$ cat config.mk
export PLATFORM = sky130hd
export DESIGN_NAME = pc_stack_sequencer_flat
export DESIGN_NICKNAME = d
export VERILOG_FILES = /design/src/rtl/pc_stack_sequencer_if.sv /design/src/rtl/pc_stack_sequencer.sv /design/src/flat_wrapper.sv
export SDC_FILE = /design/constraint.sdc
export NUM_CORES = 1
export LEC_CHECK = 0
export ABC_AREA = 1
export BUFFER_PORTS_ARGS = -buffer_cell sky130_fd_sc_hd__buf_2
export CAP_MARGIN = 10
export CORE_AREA = 2 2 79 51
export DETAILED_ROUTE_END_ITERATION = 6
export DIE_AREA = 0 0 81 53
export PLACE_DENSITY_LB_ADDON = 0.2
export SETUP_SLACK_MARGIN = 0.1
export SYNTH_ARGS = -nofsm -noshare
export SYNTH_HDL_FRONTEND = slang
export SYNTH_SLANG_ARGS = --single-unit
$ cat constraint.sdc
create_clock -name clk -period 1.6 [get_ports clk]
set_input_delay 0.32 -clock clk [delete_from_list [all_inputs] [get_ports clk]]
set_output_delay 0.32 -clock clk [all_outputs]
set_load 0.02 [all_outputs]
$ cat src/rtl/pc_stack_sequencer_if.sv
// Bus between the core, the PC sequencer and the return-address LIFO.
// step is a single-cycle accept strobe: an instruction is taken on any rising edge with step=1 and busy=0.
interface pc_stack_sequencer_if #(
  parameter int PC_W = 11
);
  logic            step;
  logic [2:0]      op;
  logic            cond;
  logic [PC_W-1:0] target;
  logic            irq;
  logic            irq_en;
  logic [PC_W-1:0] stk_dout;
  logic [PC_W-1:0] pc;
  logic            stk_wr_en;
  logic            stk_rd_en;
  logic [PC_W-1:0] stk_din;
  logic [3:0]      depth;
  logic            in_isr;
  logic            busy;
  logic            overflow;
  logic            underflow;
  logic            state_dbg;

  modport master (
    output step, op, cond, target, irq, irq_en, stk_dout,
    input  pc, stk_wr_en, stk_rd_en, stk_din, depth, in_isr, busy,
           overflow, underflow, state_dbg
  );

  modport slave (
    input  step, op, cond, target, irq, irq_en, stk_dout,
    output pc, stk_wr_en, stk_rd_en, stk_din, depth, in_isr, busy,
           overflow, underflow, state_dbg
  );
endinterface

$ cat src/rtl/pc_stack_sequencer.sv
// Next-PC sequencer for the 8-bit RISC core: drives the return-address LIFO,
// tracks its depth and handles call/return and non-nesting interrupt entry.
module pc_stack_sequencer #(
  parameter int              PC_W         = 11,
  parameter int              STACK_DEPTH  = 15,
  parameter logic [PC_W-1:0] RESET_VECTOR = '0,
  parameter logic [PC_W-1:0] IRQ_VECTOR   = PC_W'(8)
) (
  input logic                 clk,
  input logic                 rst,
  pc_stack_sequencer_if.slave s
);

  typedef enum logic {
    ST_RUN      = 1'b0,
    ST_RET_LOAD = 1'b1
  } state_e;

  localparam logic [2:0] OP_JUMP   = 3'd1;
  localparam logic [2:0] OP_CALL   = 3'd2;
  localparam logic [2:0] OP_RET    = 3'd3;
  localparam logic [2:0] OP_BRANCH = 3'd4;
  localparam logic [2:0] OP_RETI   = 3'd5;

  localparam logic [3:0] DEPTH_MAX = 4'(STACK_DEPTH);

  state_e          state_q, state_d;
  logic [PC_W-1:0] pc_q, pc_d;
  logic [3:0]      depth_q, depth_d;
  logic            in_isr_q, in_isr_d;
  logic            overflow_q, overflow_d;
  logic            underflow_q, underflow_d;

  logic            accept;
  logic            irq_take;
  logic            is_ret;
  logic            do_push;
  logic            do_pop;
  logic [PC_W-1:0] pc_inc;

  assign pc_inc   = pc_q + PC_W'(1);
  assign accept   = (state_q == ST_RUN) && s.step;
  assign irq_take = accept && s.irq && s.irq_en && !in_isr_q;
  assign is_ret   = (s.op == OP_RET) || (s.op == OP_RETI);
  // An interrupt entry swallows whatever op arrived with it.
  assign do_push  = irq_take || (accept && (s.op == OP_CALL));
  assign do_pop   = accept && !irq_take && is_ret && (depth_q != 4'd0);

  always_ff @(posedge clk or posedge rst) begin
    if (rst) begin
      state_q     <= ST_RUN;
      pc_q        <= RESET_VECTOR;
      depth_q     <= 4'd0;
      in_isr_q    <= 1'b0;
      overflow_q  <= 1'b0;
      underflow_q <= 1'b0;
    end else begin
      state_q     <= state_d;
      pc_q        <= pc_d;
      depth_q     <= depth_d;
      in_isr_q    <= in_isr_d;
      overflow_q  <= overflow_d;
      underflow_q <= underflow_d;
    end
  end

  always_comb begin
    state_d     = state_q;
    pc_d        = pc_q;
    depth_d     = depth_q;
    in_isr_d    = in_isr_q;
    overflow_d  = overflow_q;
    underflow_d = underflow_q;
    if (state_q == ST_RET_LOAD) begin
      // The LIFO presents the entry just popped during this cycle.
      pc_d    = s.stk_dout;
      state_d = ST_RUN;
    end else if (accept) begin
      if (irq_take) begin
        pc_d     = IRQ_VECTOR;
        in_isr_d = 1'b1;
      end else begin
        case (s.op)
          OP_JUMP:   pc_d = s.target;
          OP_CALL:   pc_d = s.target;
          OP_BRANCH: pc_d = s.cond ? s.target : pc_inc;
          OP_RET, OP_RETI: begin
            if (s.op == OP_RETI) in_isr_d = 1'b0;
            if (do_pop) begin
              depth_d = depth_q - 4'd1;
              state_d = ST_RET_LOAD;
            end else begin
              underflow_d = 1'b1;
              pc_d        = pc_inc;
            end
          end
          default:   pc_d = pc_inc;
        endcase
      end
      if (do_push) begin
        if (depth_q == DEPTH_MAX) overflow_d = 1'b1;
        else                      depth_d    = depth_q + 4'd1;
      end
    end
  end

  always_comb begin
    s.stk_wr_en = 1'b0;
    s.stk_rd_en = 1'b0;
    s.stk_din   = '0;
    s.busy      = (state_q == ST_RET_LOAD);
    if (do_push) begin
      s.stk_wr_en = 1'b1;
      s.stk_din   = irq_take ? pc_q : pc_inc;
    end
    if (do_pop) s.stk_rd_en = 1'b1;
  end

  assign s.pc        = pc_q;
  assign s.depth     = depth_q;
  assign s.in_isr    = in_isr_q;
  assign s.overflow  = overflow_q;
  assign s.underflow = underflow_q;
  assign s.state_dbg = state_q;

  // Push and pop never coincide, and a return-load cycle leaves the LIFO alone.
  a_no_push_pop: assert property (@(posedge clk) disable iff (rst)
    !(s.stk_wr_en && s.stk_rd_en));
  a_busy_quiet: assert property (@(posedge clk) disable iff (rst)
    s.busy |-> !(s.stk_wr_en || s.stk_rd_en));

endmodule

$ cat src/flat_wrapper.sv
// flat-port wrapper written by rule: the top's interface ports become plain ports
module pc_stack_sequencer_flat 
#(
  parameter int              PC_W         = 11,
  parameter int              STACK_DEPTH  = 15,
  parameter logic [PC_W-1:0] RESET_VECTOR = '0,
  parameter logic [PC_W-1:0] IRQ_VECTOR   = PC_W'(8)
)
  (clk, rst, s_step, s_op, s_cond, s_target, s_irq, s_irq_en, s_stk_dout, s_pc, s_stk_wr_en, s_stk_rd_en, s_stk_din, s_depth, s_in_isr, s_busy, s_overflow, s_underflow, s_state_dbg);
  pc_stack_sequencer_if #(.PC_W(PC_W)) s_i ();
  input logic clk;
  input logic rst;
  input wire logic [$bits(s_i.step)-1:0] s_step;
  input wire logic [$bits(s_i.op)-1:0] s_op;
  input wire logic [$bits(s_i.cond)-1:0] s_cond;
  input wire logic [$bits(s_i.target)-1:0] s_target;
  input wire logic [$bits(s_i.irq)-1:0] s_irq;
  input wire logic [$bits(s_i.irq_en)-1:0] s_irq_en;
  input wire logic [$bits(s_i.stk_dout)-1:0] s_stk_dout;
  output wire logic [$bits(s_i.pc)-1:0] s_pc;
  output wire logic [$bits(s_i.stk_wr_en)-1:0] s_stk_wr_en;
  output wire logic [$bits(s_i.stk_rd_en)-1:0] s_stk_rd_en;
  output wire logic [$bits(s_i.stk_din)-1:0] s_stk_din;
  output wire logic [$bits(s_i.depth)-1:0] s_depth;
  output wire logic [$bits(s_i.in_isr)-1:0] s_in_isr;
  output wire logic [$bits(s_i.busy)-1:0] s_busy;
  output wire logic [$bits(s_i.overflow)-1:0] s_overflow;
  output wire logic [$bits(s_i.underflow)-1:0] s_underflow;
  output wire logic [$bits(s_i.state_dbg)-1:0] s_state_dbg;
  assign s_i.step = s_step;
  assign s_i.op = s_op;
  assign s_i.cond = s_cond;
  assign s_i.target = s_target;
  assign s_i.irq = s_irq;
  assign s_i.irq_en = s_irq_en;
  assign s_i.stk_dout = s_stk_dout;
  assign s_pc = s_i.pc;
  assign s_stk_wr_en = s_i.stk_wr_en;
  assign s_stk_rd_en = s_i.stk_rd_en;
  assign s_stk_din = s_i.stk_din;
  assign s_depth = s_i.depth;
  assign s_in_isr = s_i.in_isr;
  assign s_busy = s_i.busy;
  assign s_overflow = s_i.overflow;
  assign s_underflow = s_i.underflow;
  assign s_state_dbg = s_i.state_dbg;
  pc_stack_sequencer #(.PC_W(PC_W), .STACK_DEPTH(STACK_DEPTH), .RESET_VECTOR(RESET_VECTOR), .IRQ_VECTOR(IRQ_VECTOR)) u_core (.clk(clk), .rst(rst), .s(s_i));
endmodule
Yosys cells after proc, flatten, opt, wreduce, memory -nomap -nowiden --
Cells that the tools add are included.
Storage, ports and cells: flip-flop bits (word level) 19
Operators by class: add/subtract/negate cells 3, equality and inequality tests 7, muxes and demuxes 22, bitwise logic cells 3, reduce and logical (&&, ||, !) cells 23
Operators by type and width (number):
- $mux 11 | 7
- $pmux 11 s3 | 1
- $mux 4 | 5
- $add 11x1->11 const B | 1
- $mux 1 | 9
- $logic_and 1x1->1 | 8
- $reduce_and 4->1 | 2
- $eq 3x2->1 const B | 2
- $eq 3x3->1 const B | 2
- $reduce_bool 2->1 | 3
- $reduce_and 5->1 | 1
- $add 4x1->4 const B | 1
- $eq 4x4->1 const B | 1
- $ne 4x2->1 const B | 1
- $reduce_and 2->1 | 2
- $reduce_bool 4->1 | 1
- $reduce_or 2->1 | 2
- $sub 4x1->4 const B | 1
- $eq 3x1->1 const B | 1
- $not 1->1 | 3
- $logic_not 1->1 | 2
- $logic_or 1x1->1 | 2

Depth between registers and ports, before layout --
depth in word-level cells 14, depth in mapped cells 11, gate-level depth less buffers 10

Least setup slack after synthesis --
Ideal clock, no wire load.
path type register -> output, from reg u_core.state_q, in the netlist u_core.s.busy, to out s_stk_din[0], data arrival time 1.564 ns, path slack -0.284 ns, stages on the path, launching flop included 6, path buffers 0, cells stage by stage dfrtp_1 nor2_2 inv_2 nor2_1 nand2_1 o21ai_0
On the way: longest elaborated chain between the ends 7
RTL lines:
- from (decl) | RTL line pc_stack_sequencer.sv:27 | state_e state_q, state_d;
- from (signal assigned) | RTL line pc_stack_sequencer.sv:58 | state_q <= state_d;
- $not 1->1 (*) | RTL line pc_stack_sequencer.sv:42 | assign accept = (state_q == ST_RUN) && s.step;
- $logic_and 1x1->1 (*) | RTL line pc_stack_sequencer.sv:42
- $logic_and 1x1->1 (3 in series) | RTL line pc_stack_sequencer.sv:43 | assign irq_take = accept && s.irq && s.irq_en && !in_isr_q;
- $mux 11 / $logic_or 1x1->1 (equally long branches) | RTL line pc_stack_sequencer.sv:114, pc_stack_sequencer.sv:46
- $mux 11 (*) | RTL line pc_stack_sequencer.sv:112 | if (do_push) begin
- to (decl) | RTL line flat_wrapper.sv:23 | output wire logic [$bits(s_i.stk_din)-1:0] s_stk_din;
Mark *: on every way between the ends. The rest lies on a longest branch, timed or not.

Worst setup path after layout --
from reg u_core.pc_q[2], in the netlist u_core.s.pc[2], to out s_stk_din[7]
On the way: longest elaborated chain between the ends 3
RTL lines:
- from (decl) | RTL line pc_stack_sequencer.sv:28 | logic [PC_W-1:0] pc_q, pc_d;
- from (signal assigned) | RTL line pc_stack_sequencer.sv:59 | pc_q <= pc_d;
- $add 11x1->11 | RTL line pc_stack_sequencer.sv:41 | assign pc_inc = pc_q + PC_W'(1);
- $mux 11 | RTL line pc_stack_sequencer.sv:114 | s.stk_din = irq_take ? pc_q : pc_inc;
- $mux 11 | RTL line pc_stack_sequencer.sv:112
No other way between the ends.

==> impl_metrics.py <==
metrics = {
    "job": {
        "cap_violations": 0,
    },
    "pwr": {
        "power_frac_clock_pct": 7.3,
        "p_int_mw": 2.346,
        "ir_drop_mv": 1.516,
        "p_sw_mw": 2.567,
        "p_leak_nw": 1.486,
        "seq_power_share_pct": 20.7,
        "power_density_nw_per_um2": 1552,
        "switching_share_pct": 52.25,
        "combPwrFrac_pct": 72.0,
    },
    "critical_path": {
        "critPathMaxFanout": 5,
        "crit_slowest_cell": "dfrtp_2",
        "cpMostUsedCell": "nand2_1",
        "cpPeakStageDelay_ps": 440,
        "path_class": "reg2out",
        "crit_required_ps": 1280,
        "cp-start-kind": "register",
        "reg2reg_setup_slack_ps": -50,
        "crit_chain": "inv_2, nor2_4, buf_6, nand2_1, nand2_1, nand2_1, nand3_2, o21ai_4, buf_6",
        "cp-end-kind": "output pin",
        "worstPathArrival_ps": 1630,
    },
    "logic_synthesis": {
        "synth_top_family_by_area": "simple AND/OR/NAND/NOR gates",
        "syn_area_sq_um": 1667,
        "synth_fp_nets": 285,
        "yosys_warnings": 0,
        "synthXorXnorAreaFrac_pct": 2.628,
        "yosys.area_share.simple_pct": 33.03,
        "yosysUniqueCellTypes": 28,
        "postSynthCellCount": 251,
        "synth.avg_cell_area_sq_um": 6.640,
        "yosys.area_share.adder_pct": 2.252,
        "synth.area.mux_share_pct": 0,
        "ys_seq_elements": 19,
        "yosysSeqAreaShare_pct": 28.53,
        "synth_compound_area_share_pct": 21.55,
    },
    "cells_and_area": {
        "final_nets": 399,
        "layout-area-overhead-vs-synth_pct": 89.86,
        "antenna_cells": 0,
        "fin_util_pct": 89.62,
        "drive_gt1_share_pct": 62.91,
        "layout_common_cells": "59 x nand2_1, 50 x buf_2, 38 x buf_4",
        "layout_commonest_cell": "nand2_1",
        "finalNonFillerCells": 411,
    },
    "global_route": {
        "grt_pass1_vias": 1890,
        "grt.overflow.total": 0,
        "antenna_found_initial": 0,
        "gr-usage-all-layers_pct": 28.34,
        "grt_max_degree": 20,
        "grt_pass1_wl_mm": 9.204,
    },
    "clocking": {
        "cts_buffer_depth": 2,
        "cts_sinks": 19,
        "cts-hold-fix-buffers": 0,
        "cts_root_buf": "clkbuf_8",
        "numCtsBuffers": 3,
        "cts.clk_slew.worst_paths_ps": 70,
        "cts_max_level": 1,
        "cts_tree": "yes",
        "insertion_delay_ps": 270,
    },
    "placement": {
        "port_buffers": 63,
        "finalWeightedCongestion": 0.9333,
        "dp_slack_ps": -92.70,
        "place_inst": 383,
        "hpwl_mm": 4.161,
    },
    "floorplanning": {
        "die_x_um": 81,
        "die_h_um": 53,
        "ioPinCount": 64,
        "start_util_pct": 47.20,
        "row_count": 17,
        "dieArea_sq_um": 4293,
        "core_sq_um": 3531,
    },
    "routing": {
        "viasPerCell": 5.759,
        "vias": 2367,
        "wl_mm": 7.828,
        "drtAntennaViolNets": 0,
        "drc": 0,
        "drt-wirelength-per-cell_um": 19.05,
        "drt_first_pass_iters": 5,
        "drtIter0Drc": 214,
    },
    "timing": {
        "rsz0062_at_grt": "true",
        "period_needed_ps": 1952,
        "hold_slack_ps": 70.13,
        "fin_skew_ps": 0.9326,
        "finalCritPeriodShare_pct": 122.0,
        "worstMarginPinSlew_ps": 309.6,
        "slew_headroom_pct": 79.36,
        "max_freq_mhz": 512.4,
        "hold_viol": 0,
        "fin_ws_ps": -351.6,
        "drv_slew": 0,
        "final-setup-viol-count": 16,
    },
    "outcome": {
        "violations": "setup timing",
        "status": "finished, violations left",
    },
    "hold_path": {
        "holdCritPathClass": "in2async",
    },
}
[sequential cells by signal, summed over array words and instances (netlist names)]
register and cells:
u_core.s.underflow 1, u_core.s.in_isr 1, u_core.s.depth 4, u_core.s.pc 11, u_core.s.overflow 1, u_core.s.busy 1
[synthesized netlist by cell type (all sizes together)]
cell / n / area share (%)
a31o: 1 / 0.53
xor2: 5 / 2.6
ha: 3 / 2.3
nand3: 22 / 8.0
buf: 8 / 3.5
nor2: 18 / 5.3
o211ai: 1 / 0.45
inv: 37 / 8.3
o22ai: 7 / 2.6
dfrtp: 19 / 29
nand2: 76 / 18
o21bai: 1 / 0.45
nor3: 1 / 0.30
nand4: 4 / 1.5
clkbuf: 1 / 0.23
o21ai: 16 / 4.8
a21oi: 31 / 13
[worst paths after layout]
path | to | depth (start not counted) | start
min in group clk | u_core.s.pc[0]$_DFFE_PP0P_ | 3 | s_stk_dout[0]
max in group asynchronous | u_core.s.pc[7]$_DFFE_PP0P_ | 3 | rst
worst max-delay path | s_stk_din[7] | 9 | u_core.s.pc[2]$_DFFE_PP0P_
worst max register to register | u_core.s.depth[2]$_DFFE_PP0P_ | 11 | u_core.s.busy$_DFF_PP0_
worst min register to register | u_core.s.underflow$_DFFE_PP0P_ | 1 | u_core.s.underflow$_DFFE_PP0P_
worst min-delay path | u_core.s.pc[1]$_DFFE_PP0P_ | 3 | rst
[critical path: cells and delay by family (launching register included)]
| kind | cells | cell delay (ps) |
|---|---|---|
| and+or+nand+nor | 5 | 530 |
| DFF | 1 | 440 |
| buffers and inverters | 3 | 330 |
| AOI/OAI and AO/OA | 1 | 60 |
[final cells by class]
type / instances / area, sq um
Clock buffer: 4 / 45.04
Tap cell: 47 / 58.81
Fill cell: 146 / 366.6
Sequential cell: 19 / 490.5
Multi-Input combinational cell: 188 / 1515
Timing Repair Buffer: 116 / 908.4
Inverter: 37 / 146.4
[power groups by stage]
stage	combinational, mW	clock, mW	sequential, mW
3_5_place_dp	2.47	0	0.962
6_report	3.54	0.358	1.02
5_1_grt	3.74	0.375	1.03
3_3_place_gp	2.42	0	0.964
4_1_cts	2.80	0.341	0.949
2_1_floorplan	1.37	0	1.22
[per-layer routing]
layer | up-vias | GRT usage (%) | part of all wire, %
li1 | 1048 | - | -
met1 | 1107 | 40.67 | 40
met2 | 172 | 44.90 | 47
met3 | 40 | 5.290 | 8.8
met4 | 0 | 5.085 | 3.9
met5 | - | 0 | 0
[repair_timing]
| action | CTS | global route |
|---|---|---|
| gates cloned | 0 | 3 |
| endpoints found under the setup margin | 18 | 28 |
| pin swaps | 19 | 26 |
| buffers inserted | 12 | 11 |
| resized for setup | 53 | 61 |
| hold endpoints to repair | 0 | 0 |
[through the flow]
step                total power [mW]  cell area [sq um]  TNS, ps
global placement               3.379               2455   -445.3
finish                         4.912               3164    -3645
global route                   5.146               3164    -4508
detailed placement             3.427               2455   -638.0
CTS                            4.093               2776    -2555
floorplan                      2.585               1902        0
[cell families after synthesis]
logic type | Yosys count
buffers and inverters | 46
XOR/XNOR | 5
AO/OA/AOI/OAI | 57
adder cells (fa/ha/maj) | 3
AND/OR/NAND/NOR | 121
flip-flops | 19
Power figures use the tool's default switching activity.
